`config.mk`:
```
export PLATFORM = sky130hd
export DESIGN_NAME = regfile_mp
export DESIGN_NICKNAME = d
export VERILOG_FILES = /design/src/rtl/regfile_pkg.sv /design/src/rtl/regfile_scoreboard.sv /design/src/rtl/regfile_mp.sv
export SDC_FILE = /design/constraint.sdc
export NUM_CORES = 2
export LEC_CHECK = 0
export CORE_MARGIN = 2
export CORE_UTILIZATION = 31
export DETAILED_ROUTE_END_ITERATION = 16
export PLACE_DENSITY = 0.53
export SYNTH_ARGS = -nofsm -noshare
export SYNTH_HDL_FRONTEND = slang
export SYNTH_HIERARCHICAL = 1
export SYNTH_SLANG_ARGS = --single-unit
```
`constraint.sdc`:
```
create_clock -name clk -period 51 [get_ports clk]
set_clock_uncertainty 0.05 [all_clocks]
set_input_delay 10.2 -clock clk [delete_from_list [all_inputs] [get_ports clk]]
set_output_delay 10.2 -clock clk [all_outputs]
set_load 0.02 [all_outputs]
```
`src/rtl/regfile_pkg.sv`:
```
// Shared constants and helpers for the multi-port integer register file.
// Port-priority resolution lives here so bypass and scoreboard agree on it.
package regfile_pkg;

    localparam int XLEN_DEF  = 32;
    localparam int NREGS_DEF = 32;

    localparam int REG_ZERO = 0;
    localparam int REG_RA   = 1;
    localparam int REG_SP   = 2;
    localparam int REG_A0   = 10;

    // Upper bound on write ports; hit vectors are zero-padded to this width.
    localparam int MAX_PORTS = 8;

    // Index of the highest set bit in a port-hit vector, or -1 if none is set.
    function automatic int highestPort(input logic [MAX_PORTS-1:0] hits);
        int sel;
        sel = -1;
        for (int p = 0; p < MAX_PORTS; p++) begin
            if (hits[p]) begin
                sel = p;
            end
        end
        return sel;
    endfunction

endpackage

```
`src/rtl/regfile_scoreboard.sv`:
```
// Pending-write scoreboard: one busy bit per register, set on issue and
// cleared on writeback, with a new issue taking precedence over a retiring write.
module regfile_scoreboard
    import regfile_pkg::*;
#(
    parameter  int NREGS = NREGS_DEF,
    parameter  int NWR   = 2,
    localparam int AW    = $clog2(NREGS)
) (
    input  logic              clk,
    input  logic              rst,
    input  logic [NWR-1:0]    wr_en,
    input  logic [NWR*AW-1:0] wr_addr,
    input  logic              iss_en,
    input  logic [AW-1:0]     iss_rd,
    output logic [NREGS-1:0]  busy_vec
);

    logic [NREGS-1:0] busy_q;
    logic [NREGS-1:0] busy_d;

    always_comb begin
        logic [MAX_PORTS-1:0] hits;
        busy_d = busy_q;
        hits   = '0;
        for (int r = 1; r < NREGS; r++) begin
            hits = '0;
            for (int w = 0; w < NWR; w++) begin
                hits[w] = wr_en[w] && (wr_addr[w*AW +: AW] == AW'(r));
            end
            if (highestPort(hits) >= 0) begin
                busy_d[r] = 1'b0;
            end
            if (iss_en && (iss_rd == AW'(r))) begin
                busy_d[r] = 1'b1;
            end
        end
        busy_d[REG_ZERO] = 1'b0;
    end

    always_ff @(posedge clk or posedge rst) begin
        if (rst) begin
            busy_q <= '0;
        end else begin
            busy_q <= busy_d;
        end
    end

    assign busy_vec = busy_q;

endmodule

```
`src/rtl/regfile_mp.sv`:
```
// Multi-port integer register file with write-first bypass on every read port,
// hard-wired x0, a pending-write scoreboard and a registered debug tap.
module regfile_mp
    import regfile_pkg::*;
#(
    parameter  int XLEN    = XLEN_DEF,
    parameter  int NREGS   = NREGS_DEF,
    parameter  int NRD     = 2,
    parameter  int NWR     = 2,
    parameter  int DBG_REG = REG_A0,
    localparam int AW      = $clog2(NREGS)
) (
    input  logic                clk,
    input  logic                rst,
    input  logic [NRD*AW-1:0]   rs_addr,
    output logic [NRD*XLEN-1:0] rs_data,
    output logic [NRD-1:0]      rs_busy,
    input  logic [NWR-1:0]      wr_en,
    input  logic [NWR*AW-1:0]   wr_addr,
    input  logic [NWR*XLEN-1:0] wr_data,
    input  logic                iss_en,
    input  logic [AW-1:0]       iss_rd,
    output logic [NREGS-1:0]    busy_vec,
    output logic [XLEN-1:0]     dbg_q
);

    logic [XLEN-1:0] regs_q [NREGS];
    logic [XLEN-1:0] regs_d [NREGS];

    // Ascending port order lets the highest-index writer land last and win.
    always_comb begin
        regs_d = regs_q;
        for (int w = 0; w < NWR; w++) begin
            if (wr_en[w] && (wr_addr[w*AW +: AW] != AW'(REG_ZERO))) begin
                regs_d[wr_addr[w*AW +: AW]] = wr_data[w*XLEN +: XLEN];
            end
        end
    end

    always_ff @(posedge clk or posedge rst) begin
        if (rst) begin
            for (int r = 0; r < NREGS; r++) begin
                regs_q[r] <= '0;
            end
        end else begin
            regs_q <= regs_d;
        end
    end

    regfile_scoreboard #(
        .NREGS (NREGS),
        .NWR   (NWR)
    ) u_scoreboard (
        .clk      (clk),
        .rst      (rst),
        .wr_en    (wr_en),
        .wr_addr  (wr_addr),
        .iss_en   (iss_en),
        .iss_rd   (iss_rd),
        .busy_vec (busy_vec)
    );

    for (genvar i = 0; i < NRD; i++) begin : g_rd
        logic [AW-1:0]        addr;
        logic [MAX_PORTS-1:0] hits;
        int                   hp;
        logic [XLEN-1:0]      data;

        always_comb begin
            addr = rs_addr[i*AW +: AW];
            hits = '0;
            for (int w = 0; w < NWR; w++) begin
                hits[w] = wr_en[w] && (wr_addr[w*AW +: AW] == addr);
            end
            hp   = highestPort(hits);
            data = regs_q[addr];
            for (int w = 0; w < NWR; w++) begin
                if (hp == w) begin
                    data = wr_data[w*XLEN +: XLEN];
                end
            end
            if (rst || (addr == AW'(REG_ZERO))) begin
                data = '0;
            end
        end

        // A same-cycle writeback satisfies the consumer through the bypass.
        assign rs_data[i*XLEN +: XLEN] = data;
        assign rs_busy[i] = !rst && busy_vec[addr] && (hp < 0);
    end

    assign dbg_q = regs_q[DBG_REG];

endmodule

```
---- After elaboration in Yosys (flattened, before gate mapping) ----
Index checks and enable logic that the tools add are counted.
storage, ports and cells
  bits in registers ....................... 1055
  bits of input ports ..................... 94
  word-level logic and storage cells ...... 504
cells by class
  magnitude comparators ................... 41
  eq/ne operators ......................... 99
  multiplexer cells ....................... 152
  bitwise operators ....................... 4
  reduce and logical (&&, ||, !) cells .... 145
operator list
  kind                                                                number
  two-way mux 32 bit                                                  78
  bitwise mux 1024 bit                                                2
  two-way mux 1024 bit                                                2
  greater-or-equal comparator 32 x 1 -> 1 bit, second input constant  31
  binary-select mux 32 bit (select 5 bit)                             2
  demux 32 bit (select 5 bit)                                         2
  == test 5 bit, second input constant                                48
  == test 5 x 4 -> 1 bit, second input constant                       24
  logical AND 1 bit                                                   105
  == test 32 x 2 -> 1 bit, second input constant                      2
  zero test 32 bit                                                    2
  < comparator 32 x 1 -> 1 bit, second input constant                 2
  two-way mux 1 bit                                                   64
  nonzero test 2 bit                                                  31
  == test 5 x 3 -> 1 bit, second input constant                       12
  == test 5 x 2 -> 1 bit, second input constant                       6
  greater-or-equal comparator 6 bit, second input constant            4
  inverter 5 -> 6 bit                                                 4
  == test 5 bit                                                       4
  == test 5 x 1 -> 1 bit, second input constant                       3
  < comparator 5 x 6 -> 1 bit, second input constant                  2
  < comparator 6 x 1 -> 1 bit, second input constant                  2
  binary-select mux 1 bit (select 5 bit)                              2
  zero test 5 bit                                                     2
  3 further kinds                                                     5

---- Logic depth before layout (Yosys ltp) ----
  word-level depth ........................ 9
  mapped depth ............................ 9
  mapped depth without buffers ............ 5

---- Cells and area by module ----
The synthesis kept the hierarchy.
modules (own cells, without submodules)
  module              instances  cells each  area each (µm²)  sequential area each (µm²)
  regfile_mp          1          6388        66374.9          25624.6
  regfile_scoreboard  1          153         1690.4           775.7

---- Least setup slack after synthesis ----
OpenSTA, ideal clock, no wires.
  path type ............................... input -> output
  start point ............................. input port rs_addr[3]
  end point ............................... output port rs_data[0]
  arrival time ............................ 12.496 ns
  slack ................................... 28.254 ns
  cell stages on the path ................. 8
  cell sequence ........................... buf_2 -> xor2_1 -> nor4_2 -> and3_1 -> buf_4 -> clkbuf_1 -> nor4_1 -> a2111oi_0
on the way
  cells in the longest elaborated chain, start to end .. 8
  elaborated cells between the ends (all ways) .. 17
  classes of those cells .................. eq/ne: 3; mux: 8; bitwise: 1; reduce/logical: 5
RTL lines
  what                             line               source
  from (decl)                      regfile_mp.sv:15   input logic [NRD*AW-1:0] rs_addr,
  == test 5 bit                    regfile_mp.sv:73   hits[w] = wr_en[w] && (wr_addr[w*AW +: AW] == addr);
  logical AND 1 bit                regfile_mp.sv:73
  two-way mux 32 bit (2 in a row)  regfile_pkg.sv:21  if (hits[p]) begin
  zero test 32 bit                 regfile_mp.sv:78   if (hp == w) begin
  two-way mux 32 bit (2 in a row)  regfile_mp.sv:78
  two-way mux 32 bit *             regfile_mp.sv:82   if (rst || (addr == AW'(REG_ZERO))) begin
  to (decl)                        regfile_mp.sv:16   output logic [NRD*XLEN-1:0] rs_data,
Mark *: on every way between the ends. The rest lies on a longest branch, timed or not. The select of a mux whose other input is x is not followed.

---- Final worst setup path ----
  start point ............................. input port rs_addr[5]
  end point ............................... output port rs_data[55]
Same word-level chain as after synthesis.

==> results.json <==
{
  "critPathMaxStageDelay_ns": 1.23,
  "clock-root-buffer": "clkbuf_16",
  "p_sw_mw": 0.961,
  "cts.sinks": 1055,
  "reg2reg_from": "dbg_q[21]$_DFF_PP0_",
  "synth_xor_area_share_pct": 0.257,
  "drive_gt1_share_pct": 16.2,
  "track_usage_pct": 26.6,
  "final_nets": 6337,
  "crit_required_ns": 40.75,
  "num_io_pins": 224,
  "ys_seq_elements": 1055,
  "p_seq_share_pct": 41.3,
  "avgSynthCellArea_sq_um": 10.4,
  "totalWireLength_microns": 303000,
  "violations": "capacitance limit, slew limit",
  "dp_hpwl_microns": 168000,
  "ys_seq_area_share_pct": 38.8,
  "synth-adder-area-share_pct": 0,
  "htree_levels": 3,
  "yosys-top-cells-count": "mux2i_1 (1093), dfrtp_1 (1055), nor2_1 (729)",
  "peakVddDrop_v": 0.0000278,
  "grt_pass1_wl_microns": 430000,
  "multi_input_area_sq_mm": 0.0384,
  "outcome": "complete, but fails checks",
  "grt.overflow.total": 0,
  "wl_per_cell_microns": 32.8,
  "cp_num_buf_inv": 5,
  "p_comb_share_pct": 27.4,
  "start_util_pct": 31.1,
  "finish.utilization_pct": 34.9,
  "period_needed_ns": 26.16,
  "vias_per_cell": 6.09,
  "die_h_microns": 473,
  "max_cap_viol_count": 3,
  "synth_cells": 6541,
  "synth_area_sq_mm": 0.0681,
  "ys_warn_count": 6,
  "synth_top_family_by_area": "multiplexers",
  "cts_resized": 0,
  "sw_frac_of_total_pct": 32.3,
  "power_leakage_nw": 31.0,
  "drt_iter0_drc": 7503,
  "fp.coreArea_sq_mm": 0.219,
  "antenna_found_initial": 14,
  "syn_nets": 6635,
  "register_area_sq_mm": 0.0264,
  "synth_edf_count": 0,
  "ys_types": 66,
  "synth_mux_area_share_pct": 33.7,
  "ant_nets": 0,
  "cts_tree": "yes",
  "portBuffers": 222,
  "ctsHoldBuffers": 0,
  "worstMarginPinSlew_ns": 1.55,
  "dieArea_sq_mm": 0.223,
  "critPathMaxFanout": 95,
  "drt_pass1_iterations": 6,
  "clockBufferDepth": 3,
  "internal-power_mw": 2.02,
  "yosys.area.top_type_share_pct": 38.8,
  "yosysMostFrequentCell": "mux2i_1",
  "clock_power_share_pct": 31.4,
  "path_clk_slew_ns": 0.06,
  "min-delay-path-class": "flop to flop",
  "tns_ns": 0,
  "max_freq_ghz": 0.0382,
  "crit_path_end_kind": "output port",
  "critical_path_class": "primary input to output port",
  "synth.area.top_cells": "dfrtp_1 (39%), mux4_2 (18%), mux2i_1 (16%)",
  "fill_cells": 21646,
  "slowest_stage": "a2111oi_1",
  "hold_start": "regs_q[1015]$_DFF_PP0_",
  "num_rows": 172,
  "finalHoldViolCount": 0,
  "grt_max_degree": 160,
  "relSlewSlack_pct": -3.26,
  "cp_cell_sequence": "buf_8, buf_12, buf_12, buf_4, mux4_2, mux2i_1, mux2i_1, nor4b_1, a2111oi_1, clkdlybuf4s50_1",
  "synth-main-ff-cell": "dfrtp_1",
  "die_w_microns": 473,
  "num_vias": 56141,
  "synth_compound_area_share_pct": 12.0,
  "synthToLayoutAreaGrowth_pct": 12.2,
  "insertion_delay_ns": 0.76,
  "grt_pass1_vias": 55651,
  "synth_simple_gate_area_share_pct": 9.56,
  "async_flop_share_pct": 100,
  "final.period_utilization_pct": 51.3,
  "critPathArrivalTime_ns": 15.91,
  "grt_setup_unrepaired": "no",
  "drv_slew": 33,
  "worstSetupStartpoint": "rs_addr[5]",
  "cts_buffers": 116,
  "drcViolationCount": 0,
  "setup_viol": 0,
  "powerDensity_mw_per_mm2": 39.0,
  "gp_congestion": 0.876,
  "cts_setup_buffers": 0,
  "yosysTopAreaCell": "dfrtp_1",
  "path_delay_family": "buffers and inverters",
  "cp-start-kind": "primary input"
}
==> layout by cell type, fill, tap and decap left out, types with 6 or more instances in the layout <==
cell type	n
a2111oi_0	6
a2111oi_2	17
nand3_4	6
nand2_4	20
nand2b_1	8
nor2_1	704
o21ai_1	18
nor4b_1	62
nor3_1	8
clkbuf_16	119
nor2b_1	12
clkinv_2	21
buf_2	10
clkbuf_1	23
a21oi_1	685
dfrtp_1	1055
buf_4	181
inv_1	25
o21ai_0	559
nand2_1	528
nor4_1	66
a2111oi_1	40
a32oi_1	69
clkdlybuf4s50_1	208
a22oi_1	32
nand4_1	6
nor2_4	25
diode_2	16
buf_12	6
xor2_1	16
a22o_1	27
clkbuf_8	27
bufinv_16	17
mux2i_1	1093
mux4_2	532
clkinv_1	9
==> worst paths after layout <==
check	end	slack [ns]	cells after the start
setup reg to reg	dbg_q[21]$_DFF_PP0_	49.92	2
setup / recovery	rs_data[55]	24.84	10
min in group asynchronous	u_scoreboard/busy_vec[24]$_DFFE_PP0P_	10.25	3
hold reg to reg	regs_q[1015]$_DFF_PP0_	0.34	0
max in group asynchronous	regs_q[649]$_DFF_PP0_	36.40	6
hold / removal	regs_q[1015]$_DFF_PP0_	0.34	0
==> power groups by stage <==
stage	registers (mW)	logic, mW	clock network, mW
finish	1.23	0.814	0.934
detailed placement	1.23	0.805	0
global placement	1.22	0.785	0
global route	1.25	0.870	0.976
floorplan	1.18	0.589	0
CTS	1.22	0.805	0.940
==> worst reg2reg max path, cell delays in order, from the launching register on <==
cell     delay, ns
dfrtp_1       0.52
a32oi_1       0.26
a21oi_1       0.09
==> per-stage QoR <==
stage / power, mW / std cells / area (sq um) / worst slack (ns) / hold WS [ns]
final: 2.98 / 9222 / 76400 / 24.84 / 0.343
after global routing: 3.10 / 9213 / 76400 / 24.60 / 0.360
after CTS: 2.96 / 9204 / 76300 / 24.57 / 0.347
after detailed placement: 2.04 / 8994 / 72200 / 24.59 / 0.333
after global placement: 2.01 / 8982 / 72100 / 22.95 / 0.326
after floorplan: 1.77 / 6541 / 68100 / 11.93 / 0.391
==> routing by layer <==
layer	part of all wire, %	wire [microns]	GRT usage [%]
met1	38	115000	33.0
met2	45	137000	41.6
met3	9.3	28100	6.20
met4	7.2	21700	17.1
met5	0.017	50	0
==> logic make-up (layout without fill, tap and decap cells) <==
| group | after synthesis | after routing |
|---|---|---|
| AOI/OAI and AO/OA | 1468 | 1468 |
| muxes | 1626 | 1626 |
| xor gates and xnor gates | 20 | 20 |
| buffers and inverters | 865 | 659 |
| other | 1 | 17 |
| and+or+nand+nor | 1506 | 1506 |
| DFF | 1055 | 1055 |
==> sequential cells by signal, indices dropped and copies added (netlist names) <==
| signal | flops |
|---|---|
| regs_q | 992 |
| dbg_q | 32 |
| u_scoreboard/busy_vec | 31 |
==> final cells by class <==
cell class                 count  area share, %
antenna                       16         0.0524
inverter                      36          0.193
timing repair buffer         413           4.87
multi-input combinational   4621           50.3
tap                         2871           4.70
clock buffer                 168           4.48
clock inverter                42          0.872
sequential                  1055           34.6
Note: power is estimated with default switching activity, not from simulation.
